## src/rtl/mult_pkg.sv

```systemverilog
// Shared types and sizing for the sequential shift-and-add multiplier.
package mult_pkg;

   typedef enum logic [1:0] {
      IDLE = 2'd0,
      INIT = 2'd1,
      RUN  = 2'd2,
      DONE = 2'd3
   } mult_state_t;

   localparam int unsigned PROD_W = 16;
   localparam int unsigned OPND_W = PROD_W / 2;

   function automatic int unsigned half_width(input int unsigned n);
      return n / 2;
   endfunction

endpackage

```

## src/rtl/mult_step.sv

```systemverilog
// One add-and-shift step: conditionally add M into the high half, then shift {carry, A, Q} right.
module mult_step #(
   parameter int unsigned W = 8
) (
   input  logic [W-1:0] a_i,
   input  logic [W-1:0] q_i,
   input  logic [W-1:0] m_i,
   output logic [W-1:0] hi_o,
   output logic [W-1:0] lo_o
);

   logic [W:0] sum_s;

   // The carry in sum_s[W] becomes the new MSB of the high half.
   always_comb begin
      sum_s = {1'b0, a_i} + (q_i[0] ? {1'b0, m_i} : {(W+1){1'b0}});
      hi_o  = sum_s[W:1];
      lo_o  = {sum_s[0], q_i[W-1:1]};
   end

endmodule

```

## src/rtl/mult_seq_ctrl.sv

```systemverilog
// Sequencer driving an external {A,Q} product register through an 8x8 (N/2 x N/2) shift-and-add multiply.
module mult_seq_ctrl
   import mult_pkg::*;
#(
   parameter int unsigned N = PROD_W
) (
   input  logic             clk,
   input  logic             clear,
   input  logic             start,
   input  logic [N/2-1:0]   multiplicand,
   input  logic [N/2-1:0]   multiplier,
   input  logic [N-1:0]     prod,
   output logic [N/2-1:0]   inh,
   output logic [N/2-1:0]   inl,
   output logic             loadh,
   output logic             loadl,
   output logic             busy,
   output logic             done
);

   localparam int unsigned W  = half_width(N);
   localparam int unsigned CW = (W > 1) ? $clog2(W) : 1;
   localparam logic [CW-1:0] CNT_LAST = CW'(W - 1);

   mult_state_t   state_q;
   logic [CW-1:0] cnt_q;
   logic [W-1:0]  mcand_q;
   logic [W-1:0]  mplier_q;
   logic          busy_q;
   logic          done_q;
   logic [W-1:0]  step_hi_s;
   logic [W-1:0]  step_lo_s;

   mult_step #(.W(W)) u_step (
      .a_i  (prod[N-1:W]),
      .q_i  (prod[W-1:0]),
      .m_i  (mcand_q),
      .hi_o (step_hi_s),
      .lo_o (step_lo_s)
   );

   // Sequencer FSM; busy/done are registered alongside the state they describe.
   always_ff @(posedge clk or posedge clear) begin
      if (clear) begin
         state_q  <= IDLE;
         cnt_q    <= {CW{1'b0}};
         mcand_q  <= {W{1'b0}};
         mplier_q <= {W{1'b0}};
         busy_q   <= 1'b0;
         done_q   <= 1'b0;
      end else begin
         case (state_q)
            IDLE: begin
               if (start) begin
                  mcand_q  <= multiplicand;
                  mplier_q <= multiplier;
                  state_q  <= INIT;
                  busy_q   <= 1'b1;
               end else begin
                  state_q  <= IDLE;
               end
            end
            INIT: begin
               state_q <= RUN;
               cnt_q   <= {CW{1'b0}};
               busy_q  <= 1'b1;
            end
            RUN: begin
               if (cnt_q == CNT_LAST) begin
                  state_q <= DONE;
                  cnt_q   <= {CW{1'b0}};
                  busy_q  <= 1'b0;
                  done_q  <= 1'b1;
               end else begin
                  cnt_q   <= cnt_q + CW'(1);
               end
            end
            DONE: begin
               state_q <= IDLE;
               done_q  <= 1'b0;
            end
            default: begin
               state_q <= IDLE;
               cnt_q   <= {CW{1'b0}};
               busy_q  <= 1'b0;
               done_q  <= 1'b0;
            end
         endcase
      end
   end

   // Product register inputs are combinational so it steps on the same edge as the FSM.
   always_comb begin
      inh   = {W{1'b0}};
      inl   = {W{1'b0}};
      loadh = 1'b0;
      loadl = 1'b0;
      case (state_q)
         INIT: begin
            inl   = mplier_q;
            loadh = 1'b1;
            loadl = 1'b1;
         end
         RUN: begin
            inh   = step_hi_s;
            inl   = step_lo_s;
            loadh = 1'b1;
            loadl = 1'b1;
         end
         default: begin
            inh   = {W{1'b0}};
            inl   = {W{1'b0}};
            loadh = 1'b0;
            loadl = 1'b0;
         end
      endcase
   end

   assign busy = busy_q;
   assign done = done_q;

endmodule
```

## config.mk

```make
export PLATFORM = sky130hd
export DESIGN_NAME = mult_seq_ctrl
export DESIGN_NICKNAME = d
export VERILOG_FILES = /design/src/rtl/mult_pkg.sv /design/src/rtl/mult_step.sv /design/src/rtl/mult_seq_ctrl.sv
export SDC_FILE = /design/constraint.sdc
export NUM_CORES = 1
export LEC_CHECK = 0
export ABC_CLOCK_PERIOD_IN_PS = 4019
export CAP_MARGIN = 20
export CORE_UTILIZATION = 40
export CTS_CLUSTER_DIAMETER = 150
export DETAILED_ROUTE_END_ITERATION = 12
export MAX_ROUTING_LAYER = met4
export PLACE_DENSITY_LB_ADDON = 0.05
export SETUP_SLACK_MARGIN = 0.3
export SLEW_MARGIN = 10
export SYNTH_ARGS = -nofsm -noshare
export SYNTH_HDL_FRONTEND = slang
export SYNTH_SLANG_ARGS = --single-unit
```

## constraint.sdc

```tcl
create_clock -name clk -period 4.02 [get_ports clk]
set_clock_uncertainty 0.2 [all_clocks]
set_input_delay 0.804 -clock clk [delete_from_list [all_inputs] [get_ports clk]]
set_output_delay 0.804 -clock clk [all_outputs]
set_load 0.05 [all_outputs]
```

* Word level (Yosys, flattened, before mapping)
Index checks and enable logic that the tools add are counted.
** Word-level totals
- Flip-flop bits (word level) :: 23
- Word-level logic and storage cells :: 36
** Operators by class
- Add/sub/neg operators :: 2
- Eq/ne operators :: 6
- Multiplexer cells :: 14
- Reductions and logical operators :: 8
** Operator list (count)
- 8-bit 2-to-1 mux :: 2
- 8-bit one-hot mux with 2 select lines :: 1
- 8-bit by 9-bit adder with 9-bit output :: 1
- 2-bit one-hot mux with 4 select lines :: 1
- 3-bit one-hot mux with 2 select lines :: 1
- 1-bit 2-to-1 mux :: 5
- 2-bit == test (second input constant) :: 2
- 2-bit != test (second input constant) :: 2
- 2-bit AND reduction :: 2
- 2-bit nonzero test :: 2
- 3-bit by 1-bit adder with 3-bit output (second input constant) :: 1
- 3-bit == test (second input constant) :: 1
- 3-bit 2-to-1 mux :: 1
- 1-bit one-hot mux with 3 select lines :: 1
- 3-bit AND reduction :: 1
- 3-bit nonzero test :: 1
- 2-bit by 1-bit == test with 1-bit output (second input constant) :: 1
- 2-bit logical NOT :: 1
- 2-bit 2-to-1 mux :: 1
- 1-bit one-hot mux with 2 select lines :: 1
- 2-bit OR reduction :: 1

* Longest topological paths before layout
Gate-level depths: netlist (run 1).
- Depth after elaboration :: 3
- Gate-level depth with buffers :: 7
- Gate-level depth less buffers :: 7

* By module
From an unflattened synthesis (run 1), not the netlist that was laid out.
** Second synthesis, totals
- Cell total of the unflattened synthesis :: 161
- Area, all modules :: 1674.1 um^2
** By module, submodules not included
- mult_seq_ctrl :: times used 1, cells each 104, area each 1247.4 um^2
- mult_step :: times used 1, cells each 57, area each 426.7 um^2

* Worst setup path before layout (run 1)
OpenSTA, ideal clock, no wires.
- Kind :: in2out
- Start :: input port prod[0]
- End :: output port inh[5]
- Arrival :: 2894 ps
- Setup slack :: 122 ps
- Stages :: 7
- Buffers on the path :: 0
- Path through :: and2_1 ha_1 fa_1 a211oi_1 o21a_1 o21ai_0 a21oi_1
** On the way
- Word-level cells in the longest chain between the ends :: 3
** RTL lines
- start: declaration :: line mult_seq_ctrl.sv:12 : input logic [N-1:0] prod,
- 8-bit 2-to-1 mux :: line mult_step.sv:16 : sum_s = {1'b0, a_i} + (q_i[0] ? {1'b0, m_i} : {(W+1){1'b0}});
- 8-bit by 9-bit adder with 9-bit output :: line mult_step.sv:16
- 8-bit 2-to-1 mux :: line mult_seq_ctrl.sv:98 : case (state_q)
- end: declaration :: line mult_seq_ctrl.sv:13 : output logic [N/2-1:0] inh,
No other way between the ends.

* Final worst setup path (run 1)
- Start :: input port prod[0]
- End :: output port inh[4]
The elaborated chain is that of the path after synthesis.

==> flow_metrics.py, run 1 <==
metrics = {
    "synth": {
        "yosysUniqueCellTypes": 31,
        "synthCells": 156,
        "syn_area_um2": 1543,
        "synth_seq_area_share": 0.3731,
        "synth_xor_area_frac": 0.005677,
        "synth_top_family_by_area": "compound AO/OA/AOI/OAI gates",
        "synth.avg_cell_area_um2": 9.889,
        "synth_fa_ha_area_frac": 0.1346,
        "synthSimpleGateAreaFrac": 0.1517,
        "synth_compound_area_frac": 0.1663,
        "synthMuxAreaShare": 0.1233,
        "synthesis.nets": 207,
        "yosysWarnings": 0,
        "ys_seq_elements": 23,
    },
    "worst_setup_path": {
        "start_kind": "input pin",
        "worstPathArrival_ps": 2650,
        "cp_max_fo": 8,
        "worstSetupPathType": "in -> out",
        "r2r_start": "state_q[0]",
        "cp.required_ps": 3020,
        "reg2reg_depth": 4,
        "end_kind": "output port",
        "r2r_slack_ps": 2000,
        "r2r-end": "mcand_q[6]",
    },
    "detailed_routing": {
        "drc_errors": 0,
        "wirelength_mm": 3.539,
        "routed_via_density": 5.153,
        "firstDrtPassIters": 4,
        "drt-initial-drc-count": 53,
        "ant_nets": 0,
        "drt-wirelength-per-cell_um": 13.51,
        "num_vias": 1350,
    },
    "min_path": {
        "hold_depth": 1,
        "hp-class": "reg -> reg",
        "min-delay-start": "mcand_q[3]",
        "hold_end": "mcand_q[3]",
    },
    "pwr": {
        "powerDensity_nw_per_um2": 770.3,
        "power_switching_uw": 834.8,
        "p_clk_frac": 0.084,
        "sequentialPowerShare": 0.219,
        "p_leak_uw": 0.001003,
        "p_int_uw": 940.6,
        "p_comb_frac": 0.697,
        "irDropWorstVdd_v": 0.0004070,
        "p_sw_frac": 0.4702,
        "power.total_uw": 1775,
    },
    "finish": {
        "layout-drive-gt1-share": 0.2150,
        "fin_util": 0.6248,
        "stdcell_count": 262,
        "nets": 266,
        "insertedDiodeCount": 0,
        "syn_to_final_growth_pct": 49.39,
    },
    "die": {
        "coreArea_um2": 3689,
        "die_area_um2": 4109,
        "fp.dieH_um": 64.11,
        "row_count": 22,
        "die_w_um": 64.11,
        "io_pins": 55,
        "initial_core_util": 0.4182,
    },
    "job": {
        "cap_violations": 0,
    },
    "clocking": {
        "cts_num_sinks": 23,
        "clock_latency_ps": 270,
        "clk_path_buf_depth": 2,
        "htreeDepth": 1,
        "cts_tree": "built",
        "hold_buffers": 0,
        "cts_buffers": 3,
        "cts_root_buffer": "clkbuf_8",
        "path_clk_slew_ps": 80,
    },
    "timing": {
        "min_period_ps": 3658,
        "maxSlewViolCount": 0,
        "fin_crit_sh": 0.9098,
        "tightestPinTransition_ps": 896.0,
        "fmax_mhz": 273.4,
        "slew_headroom": 0.4020,
        "setup_tns_ps": 0,
        "grt_setup_unrepaired": "true",
        "setup_violations": 0,
        "finalHoldViolations": 0,
    },
    "outcome": {
        "status": "complete, no violations",
    },
    "global_route": {
        "grt_first_pass_wirelength_mm": 6.085,
        "grt_max_degree": 24,
        "grt_pass1_vias": 1413,
        "grt_overflow_total": 0,
        "antenna_found_initial": 0,
        "globalRouteTotalUtil": 0.1984,
    },
    "place": {
        "io_buffers": 54,
        "place_congestion": 0.8013,
        "dp.cells": 257,
        "dp_hpwl_mm": 2.759,
    },
}
-- stage by stage --
| stage | setup WS (ps) | hold WS, ps | instance area, um2 |
|---|---|---|---|
| floorplan | 351.6 | 270.6 | 1551 |
| global placement | -48.87 | 284.4 | 2218 |
| detailed placement | -106.3 | 286.1 | 2218 |
| CTS | 310.5 | 306.0 | 2281 |
| global route | 300.6 | 319.7 | 2305 |
| finish | 362.4 | 303.6 | 2305 |
-- registers in the layout, indices dropped and copies added (netlist names) --
register	cells
cnt_q	3
state_q	2
busy	1
done	1
mplier_q	8
mcand_q	8
-- power by group through the flow --
stage | logic, uW | registers (uW) | clock network (uW)
after floorplan | 839 | 378 | 0
after global placement | 1200 | 389 | 0
after detailed placement | 1220 | 394 | 0
after CTS | 1230 | 389 | 157
after global routing | 1330 | 401 | 164
final | 1240 | 388 | 149
-- timing repair --
| item | CTS | global route |
|---|---|---|
| setup buffers | 0 | 1 |
| hold endpoints to repair | 0 | 0 |
| resized for setup | 7 | 6 |
| setup endpoints to repair | 7 | 4 |
| pin swaps | 3 | 4 |
-- cell families after synthesis --
kind of cell / Yosys count
adders and majority gates: 16
buffers and inverters: 15
DFF: 23
AOI/OAI and AO/OA: 39
and+or+nand+nor: 45
xor gates and xnor gates: 1
muxes: 17
-- layer usage --
layer / global-route usage / up-vias / wire [um]
met1: 0.2399 / 641 / 1610
met4: 0.08333 / 0 / 59
li1: - / 672 / -
met2: 0.3364 / 32 / 1761
met5: - / - / 0
met3: 0.02143 / 5 / 108
-- critical path, stage by stage --
cell,delay [ps]
clkdlybuf4s15_2,230
and2_4,180
ha_1,320
a211oi_2,270
nor2_1,100
or4_4,490
nand3_2,120
buf_12,140
-- synthesized netlist by cell type --
library cell	number	area, um2
dfrtp_1	23	575.6
a21o_2	1	8.760
buf_6	1	11.26
nand2b_1	3	18.77
o21a_1	2	15.01
a211oi_1	3	22.52
nor2_1	7	26.28
nor3_1	5	25.02
nand2_1	8	30.03
and2_1	9	56.30
buf_4	1	7.510
o2111ai_1	1	8.760
nand3_1	4	20.02
mux2i_1	1	10.01
o21ai_0	14	70.07
or4_1	1	7.510
buf_2	2	10.01
fa_1	1	20.02
a21o_1	1	7.510
a31oi_1	2	12.51
inv_1	9	33.78
a22o_1	1	8.760
o211a_1	1	10.01
mux2_2	16	180.2
nor2b_1	8	50.05
xnor2_1	1	8.760
clkbuf_1	2	7.510
a22oi_1	8	60.06
ha_1	15	187.7
a211oi_2	1	12.51
a21oi_1	4	20.02
-- layout by cell type, fill, tap and decap left out, types with 2 or more instances in the layout --
cell type	count
o21a_1	2
o21ai_1	2
ha_1	14
nand2_1	8
clkbuf_8	3
inv_1	9
nand2b_1	3
o21ai_0	12
and2_1	8
buf_4	8
nor2_1	7
nand3_1	3
mux2_2	16
a31oi_1	2
nor2b_1	8
buf_12	7
a22oi_1	8
nor3_1	4
a211oi_1	2
dfrtp_1	23
clkdlybuf4s50_1	43
a21oi_1	3
-- cell type report --
| type | instances | area, um2 |
|---|---|---|
| clock inverters | 1 | 5.005 |
| repair buffers | 60 | 654.4 |
| well taps | 48 | 60.06 |
| fillers | 312 | 1384 |
| inverters | 9 | 33.78 |
| multi-input cells | 118 | 934.6 |
| clock buffers | 3 | 41.29 |
| flip-flops and latches | 23 | 575.6 |
-- how the worst max path moves through the flow --
stage              to  slack (ps)  startpoint
2_1_floorplan  inh[3]         350     prod[0]
3_3_place_gp   inh[5]         -50     prod[0]
3_5_place_dp   inh[5]        -110     prod[0]
4_1_cts        inh[5]         310     prod[8]
5_1_grt        inh[4]         300     prod[0]
6_report       inh[4]         360     prod[0]
(Power assumes the default switching activity.)
==> inputs of run 2 (changes only) <==
--- a/config.mk
+++ b/config.mk
@@ -16,4 +16,5 @@
 export SLEW_MARGIN = 10
 export SYNTH_ARGS = -nofsm -noshare
 export SYNTH_HDL_FRONTEND = slang
+export SYNTH_HIERARCHICAL = 1
 export SYNTH_SLANG_ARGS = --single-unit
==> flow_metrics.py, run 2 <==
metrics = {
    "worst_setup_path": {
        "worstSetupPathType": "in -> out",
        "reg2reg_depth": 3,
        "cp_common_cell": "a311o_1",
        "r2r-end": "cnt_q[0]",
        "start_kind": "input pin",
        "critPathSlowestCell": "clkdlybuf4s50_1",
        "crit_chain": "clkdlybuf4s50_1 > ha_1 > inv_2 > a311o_1 > a311o_1 > and2_1 > buf_12",
        "critical_path.startpoint": "prod[13]",
        "cp.required_ps": 3020,
        "crit_end": "inh[4]",
        "worstPathArrival_ps": 2630,
        "end_kind": "output port",
        "max_stage_delay_ps": 410,
        "r2r_slack_ps": 2220,
        "cp_max_fo": 5,
        "r2r_start": "state_q[0]",
    },
    "synth": {
        "synth_xor_area_frac": 0.02093,
        "synthesis.nets": 213,
        "synth_enable_flop_cells": 0,
        "synthTopCellsByArea": "dfrtp_1 (34%), ha_1 (12%), mux2_4 (9.0%)",
        "syn_area_um2": 1674,
        "synth_seq_area_share": 0.3438,
        "synth_compound_area_frac": 0.1136,
        "async_flop_share": 1.000,
        "synth.avg_cell_area_um2": 10.40,
        "yosysUniqueCellTypes": 33,
        "synthFlopType": "dfrtp_1",
        "yosys.area.top_type": "dfrtp_1",
        "synth_top_family_by_area": "simple AND/OR/NAND/NOR gates",
        "yosys-top-cells-count": "dfrtp_1 (23), and2_1 (16), ha_1 (16), nor2b_1 (12), mux2_4 (10)",
        "ys_seq_elements": 23,
        "synth_top_area_share": 0.3438,
        "synthMuxAreaShare": 0.1487,
        "yosysMostFrequentCell": "dfrtp_1",
        "yosysWarnings": 6,
        "synthCells": 161,
        "synthSimpleGateAreaFrac": 0.1659,
        "synth_fa_ha_area_frac": 0.1315,
    },
    "finish": {
        "final_common_cell": "clkdlybuf4s50_1",
        "fin_util": 0.5849,
        "nets": 261,
        "mostFrequentLayoutCells": "clkdlybuf4s50_1 (43), dfrtp_1 (23), and2_1 (16), ha_1 (14), nor2b_1 (12)",
        "ff_latch_area_um2": 575.6,
        "syn_to_final_growth_pct": 39.76,
        "reg_top3": "mcand_q: 8 flops, mplier_q: 8 flops, cnt_q: 3 flops",
        "layout-drive-gt1-share": 0.1971,
        "insertedDiodeCount": 0,
        "stdcell_count": 258,
        "multiInputGateArea_um2": 1012,
        "nFillCells": 337,
    },
    "detailed_routing": {
        "drt-initial-drc-count": 32,
        "firstDrtPassIters": 4,
        "drc_errors": 0,
        "ant_nets": 0,
        "wirelength_mm": 3.653,
        "drt-wirelength-per-cell_um": 14.16,
        "num_vias": 1305,
        "routed_via_density": 5.058,
    },
    "die": {
        "die_area_um2": 4448,
        "fp.dieH_um": 66.70,
        "row_count": 23,
        "io_pins": 55,
        "initial_core_util": 0.4185,
        "die_w_um": 66.70,
        "coreArea_um2": 4000,
    },
    "timing": {
        "setup_tns_ps": 0,
        "setup_violations": 0,
        "tightestPinTransition_ps": 907.8,
        "slew_headroom": 0.3942,
        "finalHoldViolations": 0,
        "fin_crit_sh": 0.9039,
        "maxSlewViolCount": 0,
        "fmax_mhz": 275.2,
        "min_period_ps": 3634,
        "grt_setup_unrepaired": "true",
        "hold_slack_ps": 309.0,
    },
    "outcome": {
        "status": "complete, no violations",
    },
    "clocking": {
        "cts_buffers": 3,
        "path_clk_slew_ps": 80,
        "cts_num_sinks": 23,
        "cts_tree": "built",
        "hold_buffers": 0,
        "htreeDepth": 1,
        "post_cts_buffers": 0,
        "clock_latency_ps": 260,
        "clk_path_buf_depth": 2,
        "cts_root_buffer": "clkbuf_8",
    },
    "place": {
        "place_congestion": 0.8377,
        "dp_hpwl_mm": 2.765,
        "dp.cells": 254,
        "io_buffers": 54,
    },
    "global_route": {
        "grt_overflow_total": 0,
        "grt_first_pass_wirelength_mm": 5.906,
        "grt_max_degree": 24,
        "grt_pass1_vias": 1407,
        "globalRouteTotalUtil": 0.1824,
        "antenna_found_initial": 0,
    },
    "job": {
        "cap_violations": 0,
    },
    "min_path": {
        "hp-class": "reg -> reg",
        "min-delay-start": "mcand_q[2]",
    },
    "pwr": {
        "irDropWorstVdd_v": 0.0005125,
        "p_leak_uw": 0.001046,
        "powerDensity_nw_per_um2": 781.2,
    },
}
[run 2: how the worst min path moves through the flow]
stage | endpoint | slack, ps | depth (start not counted)
6_report | mcand_q[2] | 310 | 1
5_1_grt | mcand_q[3] | 330 | 1
2_1_floorplan | mcand_q[7] | 270 | 1
3_3_place_gp | mplier_q[7] | 290 | 1
4_1_cts | mcand_q[2] | 310 | 1
3_5_place_dp | mplier_q[3] | 290 | 1
[run 2: report_power, final]
group | internal [uW] | leakage, uW | switching (uW) | total (uW)
clock network | 70.7 | 0.0000228 | 75.9 | 147
logic | 576 | 0.000747 | 710 | 1290
registers | 335 | 0.000276 | 60.2 | 395
total | 981 | 0.00105 | 847 | 1830
[run 2: cells by family after synthesis]
group,count (synthesis)
adders and majority gates,17
buffers and inverters,21
xor gates and xnor gates,4
and+or+nand+nor,49
DFF,23
AOI/OAI and AO/OA,28
muxes,19
[run 2: worst max-delay path: cells and delay by family]
kind | cells | cell delay (ps)
adder cells (fa/ha/maj) | 1 | 380
buffers and inverters | 3 | 630
AO/OA/AOI/OAI | 2 | 610
AND/OR/NAND/NOR | 1 | 190
[run 2: metal layers]
| metal | global-route usage | share of wire | wire length [um] |
|---|---|---|---|
| met5 | - | 0 | 0 |
| met1 | 0.1966 | 0.42 | 1518 |
| met3 | 0.02055 | 0.042 | 154 |
| met2 | 0.3371 | 0.52 | 1909 |
| met4 | 0.07181 | 0.019 | 71 |
[run 2: what timing repair did]
action,in CTS,in global routing
pin swaps,0,3
gates resized for setup,5,9
endpoints found under the setup margin,5,4
[run 2: per-stage QoR]
step	setup slack, ps	power (uW)	area (um2)
finish	386.2	1828	2340
CTS	300.8	1831	2315
global placement	52.74	1645	2257
floorplan	595.8	1292	1674
detailed placement	-35.72	1671	2257
global route	290.9	1943	2340
[run 2: layout make-up]
| cell class | instances | share of cell area |
|---|---|---|
| clock buffer | 4 | 0.01925 |
| inverter | 9 | 0.01444 |
| multi-input combinational | 117 | 0.4326 |
| sequential | 23 | 0.2460 |
| tap | 50 | 0.02674 |
| timing repair buffer | 55 | 0.2610 |
